File: src/rtl/midi_note_parser.sv
// midi_note_parser: byte-level MIDI channel-voice parser producing a
// monophonic note index, velocity and gate with last-note priority.
// Tracks running status, skips SysEx and unused messages, and ignores
// real-time bytes wherever they appear.
module midi_note_parser #(
    parameter int   CHANNEL = 0,
    parameter logic OMNI    = 1'b0,
    parameter int   A_WIDTH = 7
) (
    input  logic               Clk,
    input  logic               Reset_n,
    input  logic [7:0]         rxData,
    input  logic               rxValid,
    output logic [A_WIDTH-1:0] noteIdx,
    output logic [6:0]         velocity,
    output logic               gate,
    output logic               noteEvt
);

    typedef enum logic [1:0] {
        S_IDLE,
        S_WAIT_D1,
        S_WAIT_D2,
        S_SYSEX
    } state_t;

    localparam logic [3:0] L_CHAN = CHANNEL[3:0];

    state_t     r_state;
    logic [7:0] r_status;   // running status, 0 when cleared
    logic [6:0] r_d1;

    logic       w_realtime;
    logic       w_status;
    logic       w_data;
    logic       w_chan_status;
    logic       w_one_byte;
    logic       w_match;
    logic [3:0] w_type;
    logic       w_done2;
    logic       w_note_on;
    logic       w_note_off;

    assign w_realtime    = rxValid && (rxData[7:3] == 5'b11111);
    assign w_status      = rxValid && rxData[7] && !w_realtime;
    assign w_data        = rxValid && !rxData[7];
    assign w_chan_status = rxData[7:4] != 4'hF;
    assign w_type        = r_status[7:4];
    // Program change (0xC) and channel pressure (0xD) carry one data byte
    assign w_one_byte    = (w_type == 4'hC) || (w_type == 4'hD);
    assign w_match       = OMNI || (r_status[3:0] == L_CHAN);

    // Only two-byte messages can touch the note outputs, so a completion
    // in WAIT_D1 (single-byte message) never needs decoding here.
    assign w_done2    = w_data && (r_state == S_WAIT_D2) && w_match;
    assign w_note_on  = w_done2 && (w_type == 4'h9) && (rxData[6:0] != 7'd0);
    assign w_note_off = w_done2 && gate && (A_WIDTH'(r_d1) == noteIdx) &&
                        ((w_type == 4'h8) ||
                         ((w_type == 4'h9) && (rxData[6:0] == 7'd0)));

    // Parser FSM with registered note outputs
    always_ff @(posedge Clk or negedge Reset_n) begin
        if (!Reset_n) begin
            r_state  <= S_IDLE;
            r_status <= 8'h00;
            r_d1     <= 7'd0;
            noteIdx  <= '0;
            velocity <= 7'd0;
            gate     <= 1'b0;
            noteEvt  <= 1'b0;
        end else begin
            noteEvt <= 1'b0;
            if (w_status) begin
                // Any status byte, in any state, starts over; a partial
                // message in WAIT_D2 is simply dropped.
                if (w_chan_status) begin
                    r_status <= rxData;
                    r_state  <= S_WAIT_D1;
                end else begin
                    r_status <= 8'h00;
                    r_state  <= (rxData == 8'hF0) ? S_SYSEX : S_IDLE;
                end
            end else if (w_data) begin
                case (r_state)
                    S_WAIT_D1: begin
                        r_d1    <= rxData[6:0];
                        r_state <= w_one_byte ? S_WAIT_D1 : S_WAIT_D2;
                    end
                    S_WAIT_D2: begin
                        r_state <= S_WAIT_D1;
                        if (w_note_on) begin
                            noteIdx  <= A_WIDTH'(r_d1);
                            velocity <= rxData[6:0];
                            gate     <= 1'b1;
                            noteEvt  <= 1'b1;
                        end else if (w_note_off) begin
                            gate    <= 1'b0;
                            noteEvt <= 1'b1;
                        end
                    end
                    default: r_state <= r_state;   // IDLE / SYSEX discard data
                endcase
            end
        end
    end

endmodule
File: config.mk
export PLATFORM = sky130hd
export DESIGN_NAME = midi_note_parser
export DESIGN_NICKNAME = d
export VERILOG_FILES = /design/src/rtl/midi_note_parser.sv
export SDC_FILE = /design/constraint.sdc
export NUM_CORES = 1
export LEC_CHECK = 0
export CORE_UTILIZATION = 40
export DETAILED_ROUTE_END_ITERATION = 6
export HOLD_SLACK_MARGIN = 0.03
export MAX_ROUTING_LAYER = met4
export PLACE_DENSITY = 0.72
export SLEW_MARGIN = 20
export SYNTH_ARGS = -nofsm -noshare
export SYNTH_HDL_FRONTEND = slang
export SYNTH_SLANG_ARGS = --single-unit
File: constraint.sdc
create_clock -name Clk -period 2 [get_ports Clk]
set_input_delay 0.5 -clock Clk [delete_from_list [all_inputs] [get_ports Clk]]
set_output_delay 0.5 -clock Clk [all_outputs]
set_load 0.03 [all_outputs]
==> reports/summary.log, run 1 <==
qor: final_layout.final_cell_mix dfrtp_1, clkdlybuf4s50_1, buf_4
qor: final_layout.share_of_post_route_cells_with_drive_strength_above_1 0.3471
qor: critical_path.start_kind primary input
qor: power.max-vdd-ir-drop 0.5027 mV
qor: placement.placement.setup.worst_slack -0.5845 ns
qor: critical_path.data_required_time_of_the_critical_path 2.16 ns
qor: clocking.cts-buffers-inserted 5
qor: critical_path.critical_path_arrival 2.11 ns
qor: detailed_routing.route.vias.total 1089
qor: clocking.clock_tree.buffer_depth 2
qor: placement.detailed_place_hpwl 2270 um
qor: logic_synthesis.yosysWarnings 0
qor: global_route.largest_net_degree_at_the_start_of_global_routing 34
qor: clocking.cts_root_buffer clkbuf_8
qor: power.combinationalPowerShare 0.180
qor: die.chipWidth 63.17 um
qor: clocking.cts_hold_buf 0
qor: detailed_routing.route.met3.wl 152 um
qor: placement.io_port_bufs 26
qor: detailed_routing.detailedRoute.firstIterationViolations 43
qor: placement.place.detailed.instances 204
qor: critical_path.timing.critical_path.fanout_max 7
qor: clocking.cts_max_level 2
qor: detailed_routing.number_of_design_rule_violations_left_after_detail_routing 0
qor: min_path.hold_class reg2reg
qor: logic_synthesis.ys_types 29
qor: timing.period_needed 1.943 ns
qor: logic_synthesis.synth_top_flop_cell dfrtp_1
qor: global_route.global_route_wire_length_before_repair 5444 um
qor: timing.rsz0062_at_grt true
qor: clocking.clock_insertion_delay_worst_skew 0.28 ns
qor: detailed_routing.dr_wl_met2 1511 um
qor: timing.setup_slack 0.05682 ns
qor: detailed_routing.via_per_inst 5.042
qor: logic_synthesis.postSynthAreaPerCell 12.79 um2
qor: outcome.status finished clean
qor: logic_synthesis.net_count_of_the_mapped_netlist 128
qor: detailed_routing.wirelength_met1 1549 um
qor: logic_synthesis.post_synth_instance_area 1496 um2
qor: logic_synthesis.synth_seq_area_share 0.5518
qor: die.std_cell_rows 21
qor: global_route.first_global_vias 1120
qor: power.power_density 855.3 nW/um2
qor: logic_synthesis.yosys_register_bits 33
qor: global_route.global_route.overflow_total 0
qor: die.die_area 3990 um2
qor: power.p_seq_frac 0.463
qor: die.core_area 3468 um2
qor: logic_synthesis.ys_async_sr_fraction 1.000
qor: clocking.clock-sinks 33
qor: final_layout.fillers 289
qor: power.internal_power 0.001347 W
qor: timing.worst_pin_slew 0.4740 ns
qor: detailed_routing.routed.top_layer met4
qor: critical_path.endpoint_class_of_the_critical_path register
qor: timing.fin_worst_skew 0.007066 ns
qor: power.netSwitchingPower 0.0004644 W
qor: timing.final-max-slew-violation-count 0
qor: detailed_routing.wirelength 3277 um
qor: critical_path.critical_path.cell_chain clkdlybuf4s15_1 -> or4_4 -> o41ai_4 -> buf_4 -> nor2_4 -> buf_12 -> mux2_4
qor: detailed_routing.route.antenna.remaining_nets 0
qor: critical_path.critical_path.max_stage_delay 0.51 ns
qor: timing.final-setup-viol-count 0
qor: critical_path.setup.reg_to_reg.worst_slack 0.14 ns
qor: final_layout.most_frequent_standard_cell_in_the_layout_excluding_fill_and_tap_cells dfrtp_1
qor: power.switching_share 0.2563
qor: critical_path.cp_slowest_cell or4_4
qor: clocking.cts.reportedPaths.clkPinSlew 0.06 ns
qor: power.cellLeakagePower 0.9663 nW
qor: timing.max_clock_freq 514.6 MHz
qor: die.initial_standard_cell_utilization_of_the_core 0.4315
qor: clocking.tritoncts done
qor: detailed_routing.routed_wirelength_normalized_by_instance_count 15.17 um
qor: logic_synthesis.post_synth_edffs 0
qor: critical_path.timing.setup.critical_path_class in2reg
qor: timing.hold_viol 0
qor: final_layout.post_layout_nonfiller_instances 216
qor: timing.max-slew-margin-rel 0.6837
qor: final_layout.fin_nets 180
qor: detailed_routing.number_of_iterations_in_the_first_detailed_routing_pass 4
qor: final_layout.number_of_antenna_cells_inserted 0
qor: logic_synthesis.netlist_instances 117
qor: global_route.number_of_antenna_violations_at_the_first_check_in_global_routing 0
qor: run.max_cap_viol_count 0
qor: power.clock_power_share 0.357
qor: placement.gp_weighted_congestion 0.8296
qor: die.floorplan.die.height 63.17 um
qor: final_layout.layout-area-overhead-vs-synth 41.56%
qor: timing.fin_crit_sh 0.9716
qor: global_route.grt_usage 0.1904
qor: die.ioPinCount 27
-- worst max-delay path: cells and delay by family --
kind | cells | cell delay, ns
simple gates | 2 | 0.55
buf+inv | 3 | 0.54
mux | 1 | 0.29
compound gates | 1 | 0.21
-- timing repair --
item                       CTS  global route
setup buffers                1             8
pin swaps                    3             3
setup endpoints to repair   16            14
gates cloned                 1             0
resized for setup           13             5
-- final timing paths --
kind	start	end	depth (start not counted)
worst min-delay path	r_status[7]$_DFFE_PN0P_	r_status[7]$_DFFE_PN0P_	1
worst min register to register	r_status[7]$_DFFE_PN0P_	r_status[7]$_DFFE_PN0P_	1
worst max register to register	r_status[1]$_DFFE_PN0P_	velocity[1]$_DFFE_PN0P_	6
max in group asynchronous	Reset_n	noteIdx[2]$_DFFE_PN0P_	2
min in group asynchronous	Reset_n	r_state[1]$_DFFE_PN0P_	2
worst max-delay path	rxData[2]	velocity[1]$_DFFE_PN0P_	7
-- stage by stage --
step	TNS, ns	util	total power [W]	hold slack [ns]	area, um2
finish	0	0.6108	0.001812	0.4910	2118
global route	-0.00005440	0.6108	0.001895	0.5074	2118
CTS	0	0.6014	0.001826	0.4855	2086
detailed placement	-10.99	0.5566	0.001170	0.4714	1931
global placement	-9.944	0.5566	0.001152	0.4566	1931
floorplan	-0.01834	-	0.001019	0.2044	1496
-- layout make-up --
class | instances | area (um2) | share of cell area
clock buffer | 7 | 86.33 | 0.04076
clock inverter | 1 | 30.03 | 0.01418
inverter | 1 | 3.754 | 0.001772
multi-input combinational | 81 | 683.2 | 0.3225
sequential | 33 | 825.8 | 0.3898
tap | 46 | 57.56 | 0.02717
timing repair buffer | 47 | 431.7 | 0.2038
-- sequential cells by signal (all words and copies together) (netlist names) --
signal and count:
gate 1, noteEvt 1, noteIdx 7, r_d1 7, r_state 2, r_status 8
velocity 7
-- routing by layer --
metal | vias up | GRT usage
li1 | 518 | -
met1 | 533 | 0.2442
met2 | 32 | 0.2728
met3 | 6 | 0.06522
met4 | 0 | 0.07849
met5 | - | -
-- power groups by stage --
stage | logic (W) | clock network, W | registers [W]
after floorplan | 0.000166 | 0 | 0.000853
after global placement | 0.000310 | 0 | 0.000842
after detailed placement | 0.000319 | 0 | 0.000851
after CTS | 0.000329 | 0.000658 | 0.000839
after global routing | 0.000356 | 0.000685 | 0.000854
final | 0.000327 | 0.000646 | 0.000839
-- logic make-up after synthesis --
group           after synthesis  share of synthesized area
buf+inv                       4                    0.01505
compound gates               15                    0.07526
flops                        33                     0.5518
xor+xnor                      7                    0.04097
mux                          22                     0.1898
simple gates                 36                     0.1271
-- Yosys cell counts (3+ instances only) --
| master | count | area, um2 |
|---|---|---|
| nor4_1 | 3 | 18.77 |
| nand2_1 | 15 | 56.30 |
| mux2_2 | 7 | 78.83 |
| nor2b_1 | 3 | 18.77 |
| o21ai_0 | 6 | 30.03 |
| a21o_1 | 3 | 22.52 |
| nor2_1 | 5 | 18.77 |
| mux2_4 | 10 | 150.1 |
| xor2_1 | 7 | 61.31 |
| mux2_1 | 4 | 45.04 |
| dfrtp_1 | 33 | 825.8 |
Note: power is estimated with default switching activity, not from simulation.
==> run 2, diff against run 1 <==
--- a/config.mk
+++ b/config.mk
@@ -14,3 +14,4 @@
 export SYNTH_ARGS = -nofsm -noshare
 export SYNTH_HDL_FRONTEND = slang
 export SYNTH_SLANG_ARGS = --single-unit
+export TNS_END_PERCENT = 100
==> results of run 2 <==
Final layout, timing and power as in run 1 (identical DEF).
==> run 3, diff against run 2 <==
--- a/config.mk
+++ b/config.mk
@@ -9,7 +9,6 @@
 export DETAILED_ROUTE_END_ITERATION = 6
 export HOLD_SLACK_MARGIN = 0.03
 export MAX_ROUTING_LAYER = met4
-export PLACE_DENSITY = 0.72
 export SLEW_MARGIN = 20
 export SYNTH_ARGS = -nofsm -noshare
 export SYNTH_HDL_FRONTEND = slang
==> run 3 against run 2 <==
  * Non-clock buffer count is 3 higher
  * Final cell count is 1.4% higher
  * Flip-flop and latch count stayed put
  * Routed wire length is 2.6% lower
  * Power is 0.75% higher
  * Largest cell class unchanged
  * Critical path type unchanged
  * Sequential share of layout area is 0.25 points lower
  * Global-route usage is 0.72 points lower
  * Final area is 0.65% higher
  * Register-to-register slack better by 0.12 ns
  * Die area stayed put
==> reports/summary.log, run 3 (synthesized netlist as in run 1, its figures left out) <==
qor: critical_path.critical_path_arrival 2.08 ns
qor: critical_path.cp.buffers_inverters 3
qor: clocking.cts_hold_buf 0
qor: clocking.clock_tree.buffer_depth 2
qor: power.power_density 856.1 nW/um2
qor: final_layout.layout-area-overhead-vs-synth 42.47%
qor: clocking.cts_max_level 2
qor: detailed_routing.detailedRoute.firstIterationViolations 39
qor: critical_path.crit-reg2reg-capture velocity[0]$_DFFE_PN0P_
qor: clocking.cts-buffers-inserted 5
qor: detailed_routing.wirelength 3191 um
qor: timing.rsz0062_at_grt false
qor: clocking.clock-sinks 33
qor: global_route.number_of_antenna_violations_at_the_first_check_in_global_routing 0
qor: placement.placement.setup.worst_slack -0.5809 ns
qor: timing.period_needed 1.907 ns
qor: clocking.clock_insertion_delay_worst_skew 0.29 ns
qor: placement.detailed_place_hpwl 2125 um
qor: timing.final-setup-viol-count 0
qor: final_layout.largest_register r_status
qor: global_route.grt_usage 0.1832
qor: critical_path.endpoint_class_of_the_critical_path register
qor: timing.fin_worst_skew 0.009297 ns
qor: placement.gp_weighted_congestion 0.7926
qor: detailed_routing.via_per_inst 4.900
qor: critical_path.data_required_time_of_the_critical_path 2.17 ns
qor: critical_path.timing.reg2reg.worst_path_depth 7
qor: final_layout.post-route-cell-area 2132 um2
qor: min_path.hold_class reg2reg
qor: final_layout.number_of_antenna_cells_inserted 0
qor: detailed_routing.routed_wirelength_normalized_by_instance_count 14.57 um
qor: critical_path.critPathTopFamily buffers and inverters
qor: outcome.status finished clean
qor: critical_path.timing.setup.critical_path_class in2reg
qor: detailed_routing.route.antenna.remaining_nets 0
qor: placement.dpl_cell_area 1938 um2
qor: die.core_area 3468 um2
qor: timing.max-slew-margin-rel 0.7249
qor: die.die_area 3990 um2
qor: min_path.holdCritStartpoint r_status[7]$_DFFE_PN0P_
qor: clocking.cts_root_buffer clkbuf_8
qor: die.initial_standard_cell_utilization_of_the_core 0.4315
qor: clocking.tritoncts done
qor: final_layout.final_cell_mix dfrtp_1, clkdlybuf4s50_1, buf_4
qor: timing.max_clock_freq 524.5 MHz
qor: global_route.global_route.overflow_total 0
qor: critical_path.cp_slowest_cell or4_4
qor: timing.hold_viol 0
qor: die.ioPinCount 27
qor: timing.final-max-slew-violation-count 0
qor: die.std_cell_rows 21
qor: min_path.endpoint_with_the_worst_hold_slack r_status[7]$_DFFE_PN0P_
qor: power.max-vdd-ir-drop 0.4091 mV
qor: power.cellLeakagePower 0.9786 nW
qor: die.floorplan.die.height 63.17 um
qor: detailed_routing.route.vias.total 1073
qor: die.chipWidth 63.17 um
qor: clocking.cts.reportedPaths.clkPinSlew 0.07 ns
qor: final_layout.share_of_post_route_cells_with_drive_strength_above_1 0.3526
qor: final_layout.largest_reg_flops 8
qor: critical_path.critical_path.max_stage_delay 0.44 ns
qor: final_layout.fin_util 0.6147
qor: detailed_routing.number_of_design_rule_violations_left_after_detail_routing 0
qor: detailed_routing.number_of_iterations_in_the_first_detailed_routing_pass 4
qor: final_layout.most_frequent_standard_cell_in_the_layout_excluding_fill_and_tap_cells dfrtp_1
qor: critical_path.timing.critical_path.fanout_max 7
qor: critical_path.start_kind primary input
qor: timing.worst_pin_slew 0.4126 ns
qor: min_path.min_delay_path_depth 1
qor: final_layout.fin_nets 183
qor: timing.fin_crit_sh 0.9533
qor: placement.io_port_bufs 26
qor: critical_path.critical_path.cell_chain dlygate4sd2_1 -> or4_4 -> o41ai_4 -> buf_4 -> nor2_4 -> buf_12 -> mux2_4
qor: critical_path.setup.reg_to_reg.worst_slack 0.26 ns
qor: global_route.first_global_vias 1093
qor: run.max_cap_viol_count 0
qor: global_route.global_route_wire_length_before_repair 5271 um
qor: critical_path.rr_startpoint r_status[1]$_DFFE_PN0P_
qor: timing.setup_slack 0.09333 ns
qor: global_route.largest_net_degree_at_the_start_of_global_routing 34
==> run 3: cell types whose count changed in the layout (fill, tap and decap cells not counted) <==
cell             before  now
and3b_1               0    1
and3b_2               1    0
buf_2                 1    3
buf_4                19   22
clkbuf_2              1    0
clkdlybuf4s15_1       1    0
nor2_1                4    5
nor2_2                1    0
==> run 3: final cells by class <==
class	count	area, um2
fillers	281	1336
clock buffers	7	86.33
clock inverters	1	30.03
multi-input cells	81	679.4
flip-flops and latches	33	825.8
inverters	1	3.754
well taps	46	57.56
repair buffers	50	449.2
==> run 3: metrics by stage <==
stage | setup TNS, ns | cells | hold slack, ns | total power [W]
4_1_cts | 0 | 215 | 0.4819 | 0.001833
2_1_floorplan | -0.01834 | 117 | 0.2044 | 0.001019
5_1_grt | 0 | 219 | 0.4986 | 0.001916
3_5_place_dp | -8.744 | 205 | 0.4666 | 0.001171
6_report | 0 | 219 | 0.4813 | 0.001825
3_3_place_gp | -8.659 | 205 | 0.4517 | 0.001162
==> run 3: routing by layer <==
metal | up-vias | wire length (um) | share of wire | global-route usage
met4 | 0 | 47 | 0.015 | 0.07849
li1 | 519 | - | - | -
met2 | 32 | 1426 | 0.45 | 0.2675
met5 | - | 0 | 0 | -
met3 | 5 | 124 | 0.039 | 0.03804
met1 | 517 | 1592 | 0.50 | 0.2459
==> run 3: worst max-delay path by stage <==
| stage | start | to | slack, ns | cells past startpoint |
|---|---|---|---|---|
| 6_report | rxData[1] | velocity[0]$_DFFE_PN0P_ | 0.09 | 7 |
| 5_1_grt | rxData[1] | velocity[0]$_DFFE_PN0P_ | 0.07 | 7 |
| 4_1_cts | rxData[1] | velocity[2]$_DFFE_PN0P_ | 0.002 | 6 |
| 3_5_place_dp | rxValid | velocity[0]$_DFFE_PN0P_ | -0.58 | 5 |
| 2_1_floorplan | rxData[3] | noteIdx[0]$_DFFE_PN0P_ | -0.002 | 5 |
| 3_3_place_gp | rxData[3] | noteIdx[2]$_DFFE_PN0P_ | -0.56 | 5 |
==> run 3: worst register-to-register path, stage by stage (launching register included) <==
cell	delay, ns
dfrtp_1	0.37
nor4_1	0.28
buf_4	0.17
nand4_1	0.07
buf_4	0.17
nor2_4	0.12
buf_12	0.14
mux2_4	0.31
==> run 3: what timing repair did <==
action,in CTS,in global routing
pin swaps,3,4
buffers inserted,1,4
gates resized for setup,19,0
gates cloned,1,0
endpoints found under the setup margin,15,14
==> run 3: where the power goes <==
part / internal (W) / switching, W
Combinational: 0.000187 / 0.000147
Clock: 0.000406 / 0.000249
Sequential: 0.000761 / 0.0000752
Total: 0.00135 / 0.000471
